## src/rtl/prime_search_ctrl.sv

```systemverilog
// rtl/prime_search_ctrl.sv - candidate sequencer between the candidate FIFO, primality tester and prime FIFO
// One candidate in flight at a time; trivial composites are filtered before the tester is launched.
module prime_search_ctrl #(
  parameter logic [31:0] MIN_VAL = 32'd3,
  parameter logic [15:0] TIMEOUT = 16'd4095,
  parameter int          CNT_W   = 16
) (
  input  logic             clk,
  input  logic             reset,
  input  logic             enable,
  input  logic             cand_empty,
  output logic             cand_rd,
  input  logic [31:0]      cand_data,
  output logic             pt_start,
  output logic [31:0]      pt_cand,
  input  logic             pt_done,
  input  logic             pt_is_prime,
  input  logic             prime_full,
  output logic             prime_wr,
  output logic [31:0]      prime_data,
  output logic [CNT_W-1:0] tested_cnt,
  output logic [CNT_W-1:0] reject_cnt,
  output logic [CNT_W-1:0] prime_cnt,
  output logic             busy,
  output logic             timeout_err
);

  typedef enum logic [2:0] {
    S_IDLE, S_POP, S_LOAD, S_START, S_WAIT, S_PUSH
  } state_t;

  state_t             state_q, state_d;
  logic [31:0]        cand_q, cand_d;
  logic [15:0]        timer_q, timer_d;
  logic [CNT_W-1:0]   tested_q, tested_d;
  logic [CNT_W-1:0]   reject_q, reject_d;
  logic [CNT_W-1:0]   prime_q, prime_d;
  logic               tmo_q, tmo_d;
  logic               accept;

  function automatic logic [CNT_W-1:0] sat_inc(input logic [CNT_W-1:0] v);
    return (&v) ? v : v + {{(CNT_W-1){1'b0}}, 1'b1};
  endfunction

  // 2 is the one even prime; it survives only if the floor allows it
  assign accept = ((cand_data == 32'd2) && (MIN_VAL <= 32'd2)) ||
                  (cand_data[0] && (cand_data >= MIN_VAL));

  always_ff @(posedge clk or posedge reset) begin
    if (reset) begin
      state_q  <= S_IDLE;
      cand_q   <= 32'd0;
      timer_q  <= 16'd0;
      tested_q <= '0;
      reject_q <= '0;
      prime_q  <= '0;
      tmo_q    <= 1'b0;
    end else begin
      state_q  <= state_d;
      cand_q   <= cand_d;
      timer_q  <= timer_d;
      tested_q <= tested_d;
      reject_q <= reject_d;
      prime_q  <= prime_d;
      tmo_q    <= tmo_d;
    end
  end

  always_comb begin
    state_d  = state_q;
    cand_d   = cand_q;
    timer_d  = timer_q;
    tested_d = tested_q;
    reject_d = reject_q;
    prime_d  = prime_q;
    tmo_d    = tmo_q;
    case (state_q)
      S_IDLE: begin
        if (enable && !cand_empty) state_d = S_POP;
      end
      S_POP: state_d = S_LOAD;
      S_LOAD: begin
        cand_d = cand_data;
        if (accept) begin
          state_d = S_START;
        end else begin
          reject_d = sat_inc(reject_q);
          state_d  = S_IDLE;
        end
      end
      S_START: begin
        tested_d = sat_inc(tested_q);
        timer_d  = 16'd0;
        state_d  = S_WAIT;
      end
      S_WAIT: begin
        // a verdict arriving on the timeout cycle takes priority
        if (pt_done) begin
          state_d = pt_is_prime ? S_PUSH : S_IDLE;
        end else begin
          timer_d = timer_q + 16'd1;
          if (timer_d == TIMEOUT) begin
            tmo_d   = 1'b1;
            state_d = S_IDLE;
          end
        end
      end
      S_PUSH: begin
        if (!prime_full) begin
          prime_d = sat_inc(prime_q);
          state_d = S_IDLE;
        end
      end
      default: state_d = S_IDLE;
    endcase
  end

  assign cand_rd     = (state_q == S_POP);
  assign pt_start    = (state_q == S_START);
  // a full prime FIFO stalls the write without losing the candidate
  assign prime_wr    = (state_q == S_PUSH) && !prime_full;
  assign pt_cand     = cand_q;
  assign prime_data  = cand_q;
  assign busy        = (state_q != S_IDLE);
  assign tested_cnt  = tested_q;
  assign reject_cnt  = reject_q;
  assign prime_cnt   = prime_q;
  assign timeout_err = tmo_q;

endmodule

```

## config.mk

```make
export PLATFORM = sky130hd
export DESIGN_NAME = prime_search_ctrl
export DESIGN_NICKNAME = d
export VERILOG_FILES = /design/src/rtl/prime_search_ctrl.sv
export SDC_FILE = /design/constraint.sdc
export NUM_CORES = 1
export LEC_CHECK = 0
export ABC_AREA = 1
export CAP_MARGIN = 20
export CORE_MARGIN = 3
export CORE_UTILIZATION = 40
export CTS_BUF_LIST = sky130_fd_sc_hd__clkbuf_4
export CTS_CLUSTER_SIZE = 12
export DETAILED_ROUTE_END_ITERATION = 16
export PLACE_DENSITY = 0.69
export SLEW_MARGIN = 25
export SYNTH_ARGS = -nofsm -noshare
export SYNTH_HDL_FRONTEND = slang
export SYNTH_SLANG_ARGS = --single-unit
```

## constraint.sdc

```tcl
create_clock -name clk -period 6.53 [get_ports clk]
set_clock_uncertainty 0.05 [all_clocks]
set_input_delay 1.306 -clock clk [delete_from_list [all_inputs] [get_ports clk]]
set_output_delay 1.306 -clock clk [all_outputs]
set_load 0.005 [all_outputs]
```

---- Word level (Yosys, flattened, before mapping) ----
Cells that the tools add are included.
word-level totals
  flip-flop bits (word level) ............. 100
  input bits .............................. 39
  output and inout bits ................... 117
  word-level logic and storage cells ...... 54
cells by class
  add/subtract/negate cells ............... 4
  magnitude comparators ................... 1
  equality and inequality tests ........... 10
  mux-type cells .......................... 9
  bitwise gates (word level) .............. 6
  reduce and logical (&&, ||, !) cells .... 17
operators by type and width
  operator               number
  $add 16x1->16 const B  4
  $reduce_and 16->1      3
  $ge 32x2->1 const B    1
  $pmux 16 s2            1
  $pmux 3 s6             1
  $eq 16x12->1 const B   1
  $mux 16                1
  $mux 3                 5
  $reduce_and 3->1       4
  $eq 3x2->1 const B     2
  $eq 3x3->1 const B     2
  $ne 2x2->1 const B     3
  $not 1->1              6
  $reduce_and 2->1       2
  $eq 3x1->1 const B     1
  $logic_and 1x1->1      3
  $logic_not 3->1        1
  $ne 3x3->1 const B     1
  $reduce_bool 3->1      1
  $logic_not 1->1        2
  $mux 2                 1
  $reduce_bool 2->1      1

---- Logic depth before layout (Yosys ltp) ----
Gate-level depths: netlist (run 1).
  depth in word-level cells ............... 5
  gate-level depth with buffers ........... 14
  mapped depth without buffers ............ 14

---- Worst setup path after synthesis (run 1) ----
OpenSTA, ideal clock, no wires.
  kind .................................... input to output
  from .................................... in prime_full
  to ...................................... out prime_wr
  arrival time ............................ 1545 ps
  required time ........................... 5174 ps
  setup slack ............................. 3629 ps
  cell stages on the path ................. 1
  path buffers ............................ 0
  cells stage by stage .................... nor3_1
between the ends
  cells in the longest elaborated chain, start to end .. 2
ends and longest elaborated chain
  what               RTL line  source
  start, declared    18        input logic prime_full,
  $logic_not 1->1    121       assign prime_wr = (state_q == S_PUSH) && !prime_full;
  $logic_and 1x1->1  121
  end, declared      19        output logic prime_wr,
Every way passes these cells.

---- Worst setup path after layout (run 1) ----
Ends and elaborated chain as after synthesis.

==> results of run 1 <==
kinds of logic after synthesis:
group | count (synthesis) | synth area share
and+or+nand+nor | 373 | 0.304
DFF | 100 | 0.468
buffers and inverters | 114 | 0.107
xor gates and xnor gates | 42 | 0.0687
adders and majority gates | 5 | 0.0117
AOI/OAI and AO/OA | 42 | 0.0412
placed cells by master (no fill, tap or decap), types with 3 or more instances in the layout:
cell | netlist | layout
o21ai_0 | 34 | 34
nor3_1 | 10 | 10
dfrtp_1 | 100 | 100
nor4_1 | 3 | 3
clkbuf_4 | 0 | 10
nand3_1 | 52 | 52
nor2_4 | 4 | 4
xor2_1 | 20 | 20
o22ai_1 | 6 | 6
ha_1 | 5 | 5
nand2_1 | 218 | 218
clkdlybuf4s50_1 | 0 | 155
nor2_1 | 58 | 58
inv_1 | 67 | 66
nand4_1 | 17 | 17
xnor2_1 | 22 | 22
registers in the layout (all words and copies together), names as in the netlist:
| name | cells |
|---|---|
| timeout_err | 1 |
| tested_cnt | 16 |
| state_q | 3 |
| prime_data | 32 |
| timer_q | 16 |
| prime_cnt | 16 |
| reject_cnt | 16 |
power groups by stage:
stage	Combinational (W)	Sequential, W	Clock, W
3_3_place_gp	0.000901	0.000944	0
2_1_floorplan	0.000474	0.000926	0
5_1_grt	0.00101	0.000967	0.000362
6_report	0.000902	0.000943	0.000322
3_5_place_dp	0.000914	0.000955	0
4_1_cts	0.000917	0.000942	0.000336
final cells by class:
type / instances / area (sq um) / area share
Sequential cell: 100 / 2500 / 0.360
Clock buffer: 10 / 75.1 / 0.0108
Multi-Input combinational cell: 462 / 2280 / 0.328
Inverter: 69 / 262 / 0.0377
Timing Repair Buffer: 156 / 1560 / 0.225
Clock inverter: 6 / 55.1 / 0.00793
Tap cell: 172 / 215 / 0.0310
how the worst max path moves through the flow:
stage / endpoint / startpoint / slack, ps / cells past startpoint
final: prime_wr / prime_full / 2640 / 3
after global routing: prime_wr / prime_full / 2540 / 3
after CTS: prime_wr / prime_full / 2640 / 3
after detailed placement: prime_wr / prime_full / 2660 / 3
after global placement: prime_wr / prime_full / 2670 / 3
after floorplan: prime_cnt[0] / reset / 2560 / 1
critical path: cells and delay by family:
family,cells,cell delay (ps)
AND/OR/NAND/NOR,1,240
buffers and inverters,2,980
layer usage:
metal / part of all wire / global-route usage
met1: 0.45 / 0.244
met2: 0.48 / 0.320
met3: 0.057 / 0.0283
met4: 0.016 / 0.0665
met5: 0 / 0
stage by stage:
stage / hold WS [ps] / worst slack, ps / total power, W / instance area, sq um
5_1_grt: 496 / 2540 / 0.00234 / 6940
4_1_cts: 456 / 2640 / 0.00220 / 6940
3_3_place_gp: 414 / 2670 / 0.00185 / 6810
2_1_floorplan: 418 / 2560 / 0.00140 / 5350
6_report: 451 / 2640 / 0.00217 / 6940
3_5_place_dp: 411 / 2660 / 0.00187 / 6810
==> flow_metrics.env, run 1 <==
export IMPL_die_area_sq_um=14800
export IMPL_power_switching_w=0.000747
export IMPL_syn_inst=676
export IMPL_critPathCaptureType="output pin"
export IMPL_routed_wl_mm=13.6
export IMPL_crit_required_ps=5170
export IMPL_clkTransAtPathRegs_ps=150
export IMPL_post_cts_buffers=0
export IMPL_cts_htree_levels=3
export IMPL_fin_util=0.541
export IMPL_status="finished, final reports clean"
export IMPL_critPathSlowestCell="clkdlybuf4s50_1"
export IMPL_p_comb_frac=0.416
export IMPL_reg2reg_to="reject_cnt[3]"
export IMPL_synth_edff_count=0
export IMPL_slew_violations=0
export IMPL_syn_area_sq_um=5350
export IMPL_avgViaCountPerCell=4.92
export IMPL_fillers=1230
export IMPL_grt_overflow=0
export IMPL_ys_ff_latch=100
export IMPL_powerDensity_nw_per_um2=312
export IMPL_whs_endpoint="timeout_err"
export IMPL_fin_crit_ps=3890
export IMPL_r2r_worst_path_cells=6
export IMPL_hold_class="flop to flop"
export IMPL_fin_nets=842
export IMPL_drt_iter0_markers=360
export IMPL_max_freq_mhz=257
export IMPL_synth_cell_type_count=28
export IMPL_clockPowerShare=0.149
export IMPL_routedWlPerCell_microns=14.0
export IMPL_io_pins=156
export IMPL_hold_path_depth=1
export IMPL_slew_headroom=0.354
export IMPL_grt_use_total=0.188
export IMPL_portBuffers=155
export IMPL_start_util=0.417
export IMPL_seq_area_frac_synth=0.468
export IMPL_antenna_left=0
export IMPL_crit_type="input pin to output pin"
export IMPL_crit_path_max_incr_delay_ps=550
export IMPL_clkSinkCount=100
export IMPL_synth_ff_type="dfrtp_1"
export IMPL_finalSetupViolCount=0
export IMPL_synth_top_area_frac=0.468
export IMPL_p_leak_nw=3.08
export IMPL_synth_most_common_cell="nand2_1"
export IMPL_setup_tns_ps=0
export IMPL_core_rowCount=41
export IMPL_cts_root_buf="clkbuf_4"
export IMPL_area_growth_syn_to_layout_pct=29.8
export IMPL_vdd_drop_max_v=0.000155
export IMPL_ys_warn_count=0
export IMPL_grt_pass1_wl_mm=22.4
export IMPL_r2r_setup_slack_ps=3320
export IMPL_avgSynthCellArea_sq_um=7.92
export IMPL_worstSetupStartpointType="input pin"
export IMPL_hp_start="timeout_err"
export IMPL_stdcell_count=975
export IMPL_cts_hold_buffers_added=0
export IMPL_globalplace_congestion=0.866
export IMPL_antenna_cells=0
export IMPL_die_w_microns=122
export IMPL_max_cap_viol_count=0
export IMPL_worstMarginPinSlew_ps=966
export IMPL_swShare=0.345
export IMPL_cts_made_buffers=9
export IMPL_synth_fp_nets=720
export IMPL_critPathMaxFanout=2
export IMPL_cts_resized=0
export IMPL_async_reset_ff_frac=1.00
export IMPL_fin_crit_sh=0.595
export IMPL_grt_pass1_vias=4687
export IMPL_path_cells="clkdlybuf4s50_1, nor3_1, clkdlybuf4s50_1"
export IMPL_yosys_top_cells_area="dfrtp_1 47%, nand2_1 15%, buf_4 5.1%"
export IMPL_antenna_found_initial=0
export IMPL_synth_top_area_cell="dfrtp_1"
export IMPL_hold_viol_final=0
export IMPL_crit_top_cell="clkdlybuf4s50_1"
export IMPL_cts_tree="yes"
export IMPL_layout_drive_gt1_share=0.0399
export IMPL_dpl_cell_count=959
export IMPL_crit_arrival_ps=2530
export IMPL_core_area_sq_um=12800
export IMPL_vias=4800
export IMPL_rsz0062_at_grt="false"
export IMPL_grt_max_degree=54
export IMPL_die_y_microns=122
export IMPL_clock_path_buffers=2
export IMPL_r2r_start="state_q[2]"
export IMPL_power_frac_seq=0.435
export IMPL_dp_hpwl_mm=10.4
export IMPL_drcViolationCount=0
export IMPL_first_pass_iters=4
export IMPL_intPower_w=0.00142
export IMPL_netlist_top_cells_count="218 x nand2_1, 100 x dfrtp_1, 67 x inv_1"
export IMPL_clk_latency_ps=460
Power figures use the tool's default switching activity.
==> inputs of run 2 (changes only) <==
Settings changed: PLACE_DENSITY 0.69 to 0.72.
Clock period 6.53 ns to 3.5 ns, I/O delays scaled along.
==> run 2 against run 1 <==
  * Routed wire length shrank 3.5%
  * Sequential power grew 85%
  * Global-route usage shrank 0.60 points
  * Hold slack gained 9.6 ps
==> flow_metrics.env, run 2 (synthesis gave the netlist of run 1 again) <==
export IMPL_status="finished, final reports clean"
export IMPL_path_buf_inv=2
export IMPL_die_w_microns=122
export IMPL_globalplace_congestion=0.870
export IMPL_crit_arrival_ps=1990
export IMPL_mostFrequentLayoutCells="218 x nand2_1, 155 x clkdlybuf4s50_1, 100 x dfrtp_1"
export IMPL_grt_pass1_wl_mm=21.5
export IMPL_crit_required_ps=2750
export IMPL_cts_root_buf="clkbuf_4"
export IMPL_hold_class="flop to flop"
export IMPL_io_pins=156
export IMPL_portBuffers=155
export IMPL_critPathSlowestCell="dfrtp_1"
export IMPL_layout_drive_gt1_share=0.0434
export IMPL_core_area_sq_um=12800
export IMPL_p_total_w=0.00403
export IMPL_die_y_microns=122
export IMPL_powerDensity_nw_per_um2=578
export IMPL_die_area_sq_um=14800
export IMPL_clk_latency_ps=470
export IMPL_area_growth_syn_to_layout_pct=30.3
export IMPL_largest_reg_flops=32
export IMPL_grt_pass1_vias=4305
export IMPL_start_util=0.417
export IMPL_cts_tree="yes"
export IMPL_grt_overflow=0
export IMPL_fin_crit_ps=2740
export IMPL_max_cap_viol_count=0
export IMPL_cts_resized=0
export IMPL_rsz0062_at_grt="false"
export IMPL_setup_tns_ps=0
export IMPL_crit_type="flop to output pin"
export IMPL_fin_crit_sh=0.784
export IMPL_drt_iter0_markers=325
export IMPL_dp_hpwl_mm=10.1
export IMPL_preCtsSetupSlack_ps=780
export IMPL_fin_nets=846
export IMPL_antenna_left=0
export IMPL_cts_htree_levels=3
export IMPL_routedWlPerCell_microns=13.4
export IMPL_setup_ws_ps=757
export IMPL_clkSinkCount=100
export IMPL_slew_violations=0
export IMPL_final_common_cell="nand2_1"
export IMPL_cts_made_buffers=9
export IMPL_avgViaCountPerCell=4.81
export IMPL_post_cts_buffers=0
export IMPL_p_leak_nw=3.10
export IMPL_critPathCaptureType="output pin"
export IMPL_crit_path_max_incr_delay_ps=590
export IMPL_worstMarginPinSlew_ps=671
export IMPL_grt_max_degree=44
export IMPL_whs_ps=460
export IMPL_finalSetupViolCount=0
export IMPL_routed_wl_mm=13.2
export IMPL_vias=4706
export IMPL_path_cells="inv_1, nor3_1, clkdlybuf4s50_1"
export IMPL_clock_path_buffers=2
export IMPL_hold_viol_final=0
export IMPL_max_freq_mhz=365
export IMPL_antenna_cells=0
export IMPL_drcViolationCount=0
export IMPL_vdd_drop_max_v=0.000323
export IMPL_critPathMaxFanout=8
export IMPL_antenna_found_initial=0
export IMPL_clkTransAtPathRegs_ps=160
export IMPL_slew_headroom=0.552
export IMPL_crit_family="buffers and inverters"
export IMPL_cts_hold_buffers_added=0
export IMPL_worstSetupStartpointType="flop"
export IMPL_grt_use_total=0.182
export IMPL_core_rowCount=41
export IMPL_fin_util=0.544
export IMPL_first_pass_iters=4
## run 2: routing by layer
layer | track usage | vias to the layer above | wire (microns)
li1 | - | 2362 | -
met2 | 0.283 | 166 | 5980
met3 | 0.0381 | 15 | 799
met5 | 0 | - | 0
met4 | 0.0581 | 0 | 182
met1 | 0.255 | 2163 | 6200
## run 2: through the flow
step                std cells  instance area [sq um]
finish                    979                   6970
global route              979                   6970
CTS                       979                   6970
detailed placement        963                   6840
global placement          963                   6840
floorplan                 676                   5350
## run 2: worst min-delay path, stage by stage (launching register included)
cell     delay (ps)
dfrtp_1         390
nand2_1          60
nand2_1          50
## run 2: final timing paths
path                                    start             end  slack (ps)  cells after the start
worst min register to register  prime_data[2]   prime_data[2]         460                      2
min in group asynchronous               reset    prime_cnt[7]         570                      2
worst min-delay path            prime_data[2]   prime_data[2]         460                      2
max in group asynchronous               reset  prime_data[12]        2100                      3
worst max-delay path               state_q[2]        prime_wr         760                      3
worst max register to register     state_q[2]      timer_q[5]        1070                      7
## run 2: cell type report
type	count	area, sq um
fillers	1192	5850
flip-flops and latches	100	2500
multi-input cells	462	2280
repair buffers	160	1590
inverters	69	262
well taps	172	215
clock buffers	10	75.1
clock inverters	6	55.1
## run 2: report_power, final
group	internal, W	leakage (nW)	switching, W	total, W
Combinational	0.000988	1.75	0.000692	0.00168
Sequential	0.00145	1.28	0.000297	0.00174
Clock	0.000220	0.0729	0.000385	0.000604
==> inputs of run 3 (changes only) <==
Clock period 3.5 ns to 2.2 ns, I/O delays scaled along.
==> run 3 against run 2 <==
  * Critical path depth up 1
  * Count of clock-buffer cells in the layout shrank 1
  * Clock power rose by 54%
  * Critical path type unchanged
  * Largest cell class unchanged
  * Largest power group is now combinational cells
==> flow_metrics.env, run 3 (synthesis gave the netlist of run 1 again) <==
export IMPL_fin_util=0.559
export IMPL_fin_crit_sh=0.926
export IMPL_max_cap_viol_count=0
export IMPL_p_leak_nw=3.23
export IMPL_whs_ps=345
export IMPL_drt_iter0_markers=270
export IMPL_die_w_microns=122
export IMPL_crit_family="buffers and inverters"
export IMPL_die_y_microns=122
export IMPL_cts_made_buffers=9
export IMPL_layout_drive_gt1_share=0.0750
export IMPL_largest_reg_flops=32
export IMPL_crit_required_ps=1710
export IMPL_max_freq_mhz=491
export IMPL_final_common_cell="nand2_1"
export IMPL_multiInputGateArea_sq_um=2290
export IMPL_finalSetupViolCount=0
export IMPL_core_rowCount=41
export IMPL_cts_htree_levels=3
export IMPL_grt_overflow=0
export IMPL_routed_wl_mm=13.7
export IMPL_fin_crit_ps=2040
export IMPL_cts_root_buf="clkbuf_4"
export IMPL_fin_nets=866
export IMPL_area_growth_syn_to_layout_pct=34.0
export IMPL_clkSinkCount=100
export IMPL_hold_viol_final=0
export IMPL_status="finished, final reports clean"
export IMPL_vias=4772
export IMPL_worstMarginPinSlew_ps=512
export IMPL_critPathMaxFanout=3
export IMPL_worstSetupStartpointType="flop"
export IMPL_start_util=0.417
export IMPL_first_pass_iters=4
export IMPL_slew_violations=0
export IMPL_path_cells="buf_4, inv_1, nor3_4, dlygate4sd2_1"
export IMPL_drcViolationCount=0
export IMPL_antenna_cells=0
export IMPL_clkTransAtPathRegs_ps=140
export IMPL_routedWlPerCell_microns=13.7
export IMPL_avgViaCountPerCell=4.78
export IMPL_crit_path_max_incr_delay_ps=400
export IMPL_die_area_sq_um=14800
export IMPL_grt_pass1_vias=4508
export IMPL_vdd_drop_max_v=0.000414
export IMPL_portBuffers=155
export IMPL_powerDensity_nw_per_um2=916
export IMPL_antenna_found_initial=0
export IMPL_cts_tree="yes"
export IMPL_core_area_sq_um=12800
export IMPL_fillers=1195
export IMPL_rsz0062_at_grt="false"
export IMPL_antenna_left=0
export IMPL_clock_path_buffers=2
export IMPL_clk_latency_ps=450
export IMPL_path_buf_inv=3
export IMPL_globalplace_congestion=0.902
export IMPL_hold_class="input pin to async pin"
export IMPL_critPathCaptureType="output pin"
export IMPL_io_pins=156
export IMPL_grt_pass1_wl_mm=22.5
export IMPL_slew_headroom=0.658
export IMPL_critPathSlowestCell="dfrtp_2"
export IMPL_cts_hold_buffers_added=0
export IMPL_setup_tns_ps=0
export IMPL_crit_arrival_ps=1550
export IMPL_grt_use_total=0.192
export IMPL_mostFrequentLayoutCells="218 x nand2_1, 151 x clkdlybuf4s50_1, 97 x dfrtp_1"
export IMPL_grt_max_degree=59
export IMPL_ff_latch_area_sq_um=2510
export IMPL_dp_hpwl_mm=10.4
export IMPL_crit_type="flop to output pin"
[run 3: power breakdown]
part           internal, W  switching, W
Combinational      0.00168       0.00118
Clock             0.000331      0.000599
Sequential         0.00231      0.000468
[run 3: layout make-up]
| type | instances | share of cell area |
|---|---|---|
| Clock buffer | 9 | 0.00942 |
| Clock inverter | 7 | 0.00803 |
| Inverter | 69 | 0.0366 |
| Multi-Input combinational cell | 462 | 0.320 |
| Sequential cell | 100 | 0.350 |
| Tap cell | 172 | 0.0300 |
| Timing Repair Buffer | 180 | 0.246 |
[run 3: worst min-delay path: cells and delay by family]
kind | cells | cell delay [ps]
buffers and inverters | 3 | 790
[run 3: path summary, 6_finish.rpt]
check | startpoint | end | slack, ps | cells past startpoint
setup / recovery | state_q[0] | pt_start | 160 | 4
hold / removal | reset | reject_cnt[0] | 350 | 3
setup reg to reg | timer_q[1] | state_q[2] | 260 | 14
hold reg to reg | timeout_err | timeout_err | 450 | 1
max in group asynchronous | reset | state_q[0] | 1460 | 3
min in group clk | timeout_err | timeout_err | 450 | 1
[run 3: per-stage QoR]
step                      total power [W]  setup slack [ps]  area, sq um  instances
after floorplan                   0.00416               478         5360        676
after global placement            0.00554             -69.7         6950        974
after detailed placement          0.00560             -91.8         6950        974
after CTS                         0.00662             -38.1         7140        997
after global routing              0.00708              26.0         7170        999
final                             0.00657               163         7170        999
[run 3: timing repair]
| action | 4_1_cts | 5_1_grt |
|---|---|---|
| hold endpoints to repair | 0 | 0 |
| setup endpoints to repair | 4 | 4 |
| buffers inserted | 7 | 2 |
| gates resized for setup | 6 | 7 |
| cloned | 0 | 0 |
| pin swaps | 1 | 0 |
[run 3: per-layer routing]
| layer | part of all wire | wire (microns) | GRT usage | vias to the layer above |
|---|---|---|---|---|
| met4 | 0.020 | 278 | 0.0672 | 0 |
| li1 | - | - | - | 2406 |
| met2 | 0.46 | 6350 | 0.312 | 145 |
| met3 | 0.056 | 765 | 0.0385 | 19 |
| met1 | 0.46 | 6270 | 0.256 | 2202 |
| met5 | 0 | 0 | 0 | - |
